==> src/rtl/wb_regfile.sv <==
// wb_regfile: MEM/WB writeback commit into the 32x32 MIPS register file.
// It selects the writeback value and commits it to the register file.
// It serves two combinational ID-stage read ports and counts retired writes.
// Optional build macro WB_REGFILE_BYPASS_EN adds a same-cycle write-to-read
// bypass on both read ports. When the macro is undefined, a read returns the
// stored value and a new write is visible from the next cycle.
module wb_regfile #(
    parameter int NREG = 32,
    parameter int DW   = 32,
    parameter int CNTW = 16
) (
    input  logic            clk,
    input  logic            reset,
    input  logic            RegWrite,
    input  logic            MemtoReg,
    input  logic [DW-1:0]   ReadData,
    input  logic [DW-1:0]   ALURes,
    input  logic [4:0]      dst,
    input  logic [4:0]      rs,
    input  logic [4:0]      rt,
    output logic [DW-1:0]   rsData,
    output logic [DW-1:0]   rtData,
    output logic [DW-1:0]   WBData,
    output logic            WBValid,
    output logic [CNTW-1:0] WrCount
);

    // Entry 0 exists but is never written. Reads of index 0 are masked to zero.
    logic [DW-1:0] regs [NREG];

    // Writeback value select and commit qualifier; $zero is never a target.
    assign WBData  = MemtoReg ? ReadData : ALURes;
    assign WBValid = RegWrite && (dst != 5'd0);

    // Register file commit. Reset clears every entry and drops any in-flight write.
    always_ff @(posedge clk) begin
        if (!reset) begin
            // NOTE: the array is cleared explicitly so reads never see X after reset;
            // this keeps it out of plain RAM inference, which is fine at 32 entries.
            for (int i = 0; i < NREG; i++) begin
                // NOTE: non-blocking assignments for all clocked state, so every
                // reader sees the pre-edge value regardless of block ordering.
                regs[i] <= '0;
            end
        end else if (WBValid) begin
            regs[dst] <= WBData;
        end
    end

    // Retired-write counter. It wraps modulo 2^CNTW and does not saturate.
    always_ff @(posedge clk) begin
        if (!reset) begin
            WrCount <= '0;
        end else if (WBValid) begin
            WrCount <= WrCount + 1'b1;
        end
    end

    // Read port A: $zero masking, then the optional same-cycle bypass.
    always_comb begin
        // NOTE: default first so every path assigns the output and no latch is inferred.
        rsData = '0;
        if (rs != 5'd0) begin
            rsData = regs[rs];
        end
`ifdef WB_REGFILE_BYPASS_EN
        if (WBValid && (rs == dst)) begin
            rsData = WBData;
        end
`endif
    end

    // Read port B: same rules as port A, bypassed independently.
    always_comb begin
        rtData = '0;
        if (rt != 5'd0) begin
            rtData = regs[rt];
        end
`ifdef WB_REGFILE_BYPASS_EN
        if (WBValid && (rt == dst)) begin
            rtData = WBData;
        end
`endif
    end

endmodule

==> config.mk <==
export PLATFORM = sky130hd
export DESIGN_NAME = wb_regfile
export DESIGN_NICKNAME = d
export VERILOG_FILES = /design/src/rtl/wb_regfile.sv
export SDC_FILE = /design/constraint.sdc
export NUM_CORES = 2
export LEC_CHECK = 0
export ABC_CLOCK_PERIOD_IN_PS = 6700
export CAP_MARGIN = 10
export CORE_MARGIN = 4
export CORE_UTILIZATION = 60
export CTS_CLUSTER_SIZE = 40
export DETAILED_ROUTE_END_ITERATION = 6
export PLACE_DENSITY = 0.79
export SYNTH_ARGS = -nofsm -noshare
export SYNTH_HDL_FRONTEND = slang
export SYNTH_SLANG_ARGS = --single-unit
==> constraint.sdc <==
create_clock -name clk -period 6.7 [get_ports clk]
set_clock_uncertainty 0.2 [all_clocks]
set_input_delay 1.675 -clock clk [delete_from_list [all_inputs] [get_ports clk]]
set_output_delay 1.675 -clock clk [all_outputs]
set_load 0.03 [all_outputs]
==> results.sh <==
export IMPL_yosysMostFrequentCell="nor2_1"
export IMPL_startpoint_type="primary input"
export IMPL_synth_top_area_share_pct=58.2
export IMPL_worstHoldPathCells=2
export IMPL_clockBufferDepth=3
export IMPL_grt_ovfl_total=0
export IMPL_hold_viol=0
export IMPL_yosysWarnings=0
export IMPL_gp_congestion=1.00
export IMPL_cts_hold_buf=0
export IMPL_ys_seq_area_share_pct=58.8
export IMPL_outcome="finished with violations"
export IMPL_period_needed_ns=6.81
export IMPL_yosys_top_cells_count="nor2_1, edfxtp_1, mux4_2"
export IMPL_port_buffer_count=195
export IMPL_first_pass_iters=7
export IMPL_grt_max_degree=74
export IMPL_violations="DRC, setup timing"
export IMPL_hold_end="WrCount[15]"
export IMPL_slew_limit_headroom_pct=13.8
export IMPL_grt_pass1_wl_um=266000
export IMPL_drive_gt1_share_pct=25.4
export IMPL_reg2reg_to="WrCount[14]"
export IMPL_die_y_um=305
export IMPL_timing_hold_ws_ns=0.292
export IMPL_seq_area_um2=31100
export IMPL_first_global_vias=38700
export IMPL_r2r_slack_ns=4.56
export IMPL_wirelength_um=188000
export IMPL_root_buffer="clkbuf_16"
export IMPL_setup_violations_final=2
export IMPL_routedWlPerCell_um=36.6
export IMPL_cp_end_kind="output pin"
export IMPL_yosys_area_top_type="edfxtp_1"
export IMPL_r2r_start="WrCount[0]"
export IMPL_worstRegToRegCells=4
export IMPL_max_freq_mhz=147
export IMPL_synth_flop_cell="edfxtp_1"
export IMPL_drt_iter0_drc=7391
export IMPL_cts_tree="done"
export IMPL_clkLatencyLatePin_ns=0.67
export IMPL_pin_count=196
export IMPL_cts_inserted_buffers=104
export IMPL_fin_util_pct=70.1
export IMPL_postCtsSetupRepairBufs=0
export IMPL_vdd_ir_drop_max_mv=0.234
export IMPL_hp_class="register to register"
export IMPL_cts_resized_gates=4
export IMPL_antenna_found_initial=5
export IMPL_cellPowerDensity_nw_per_um2=263
export IMPL_syn_area_um2=52900
export IMPL_nFillCells=5574
export IMPL_fin_nets=3984
export IMPL_timing_final_ws_setup_ns=-0.109
export IMPL_place_hpwl_um=117000
export IMPL_multi_input_area_um2=20500
export IMPL_crit_arrival_ns=4.93
export IMPL_synth_edf_count=1024
export IMPL_syn_inst=3747
export IMPL_critPathKind="primary input to output pin"
export IMPL_vias=38800
export IMPL_row_count=108
export IMPL_syn_avg_cell_area_um2=14.1
export IMPL_clock_sinks=1040
export IMPL_area_growth_pct=15.4
export IMPL_path_clk_slew_ns=0.06
export IMPL_synth_area_top_cells="edfxtp_1, mux4_2, nor2_1"
export IMPL_tightest_slew_ns=1.28
export IMPL_cp_required_ns=4.83
export IMPL_cap_violations=0
export IMPL_core_um2=87000
export IMPL_grt_usage_pct=40.0
export IMPL_p_leak_nw=21.8
export IMPL_die_area_um2=92900
export IMPL_die_w_um=305
export IMPL_drt_drc_violations_left=3
export IMPL_synthArstFlopShare_pct=0
export IMPL_ys_seq_elements=1040
export IMPL_cp_max_fo=39
export IMPL_ant_nets=0
export IMPL_avgViaCountPerCell=7.54
export IMPL_cts_htree_levels=3
export IMPL_period_share_pct=102
export IMPL_slew_viol_final=0
export IMPL_rsz0062_at_grt="no"
export IMPL_hp_start="WrCount[15]"
export IMPL_yosysUniqueCellTypes=52
export IMPL_start_util_pct=60.7
-- layout make-up --
class                   count  area share (%)
clock inverters            69            1.11
clock buffers             123            4.38
well taps                1155            2.37
repair buffers            419            7.18
flip-flops and latches   1040            51.0
multi-input cells        2272            33.6
diodes                      2         0.00821
inverters                  63           0.388
-- where the power goes --
group	internal, mW	switching, mW
Combinational	1.01	1.46
Sequential	7.50	0.199
Clock	3.28	2.56
Total	11.8	4.22
-- cells in the final DEF, fill, tap and decap left out, types with 28 or more instances in the layout --
cell type	count
nor2_1	1027
edfxtp_1	1024
mux4_2	424
mux2i_1	216
buf_4	215
clkdlybuf4s50_1	126
clkbuf_16	104
buf_12	71
a22o_1	69
inv_1	62
nand2_2	62
o22ai_1	56
a211oi_1	45
a21oi_1	35
mux2i_4	32
conb_1	32
o221ai_1	31
nor3_1	28
-- metal layers --
metal  GRT usage, %  vias to the layer above  part of all wire (%)
met5              0                        -                 0.033
li1               -                    14600                     -
met4           25.7                        8                   8.0
met3           15.0                      929                    18
met1           51.0                    18900                    30
met2           58.2                     4279                    44
-- through the flow --
stage	setup WS (ns)	instances	setup TNS [ns]	total power [mW]	instance area (um^2)
2_1_floorplan	1.05	3778	0	9.09	53000
3_3_place_gp	-0.262	4949	-0.584	10.1	57600
3_5_place_dp	-0.256	4949	-0.536	10.2	57600
4_1_cts	0.0622	5141	0	15.9	61000
5_1_grt	0.0398	5141	0	16.3	61000
6_report	-0.109	5143	-0.113	16.0	61000
-- worst max-delay path, cell delays in order --
cell,delay [ns]
clkdlybuf4s50_1,0.71
nor2b_4,0.48
buf_12,0.36
a22o_1,0.25
a211oi_1,0.06
buf_4,0.14
nor3_1,1.00
buf_12,0.21
-- flip-flops by register name, summed over array words and instances, names as in the netlist --
| name | cells |
|---|---|
| WrCount | 16 |
| regs | 1024 |
-- how the worst max path moves through the flow --
stage,startpoint,end,slack (ns)
global placement,rs[3],rsData[3],-0.26
finish,rs[3],rsData[10],-0.11
detailed placement,rs[3],rsData[3],-0.26
CTS,rs[3],rsData[10],0.06
floorplan,rt[0],rtData[11],1.05
global route,rs[3],rsData[10],0.04
-- cell families after synthesis --
| family | share of synthesized area, % |
|---|---|
| AO/OA/AOI/OAI | 4.95 |
| XOR/XNOR | 0.0829 |
| adder cells (fa/ha/maj) | 0.0237 |
| buffers and inverters | 3.87 |
| flip-flops | 58.8 |
| multiplexers | 23.3 |
| other | 0.00709 |
| AND/OR/NAND/NOR | 9.00 |
Note: power is estimated with default switching activity, not from simulation.
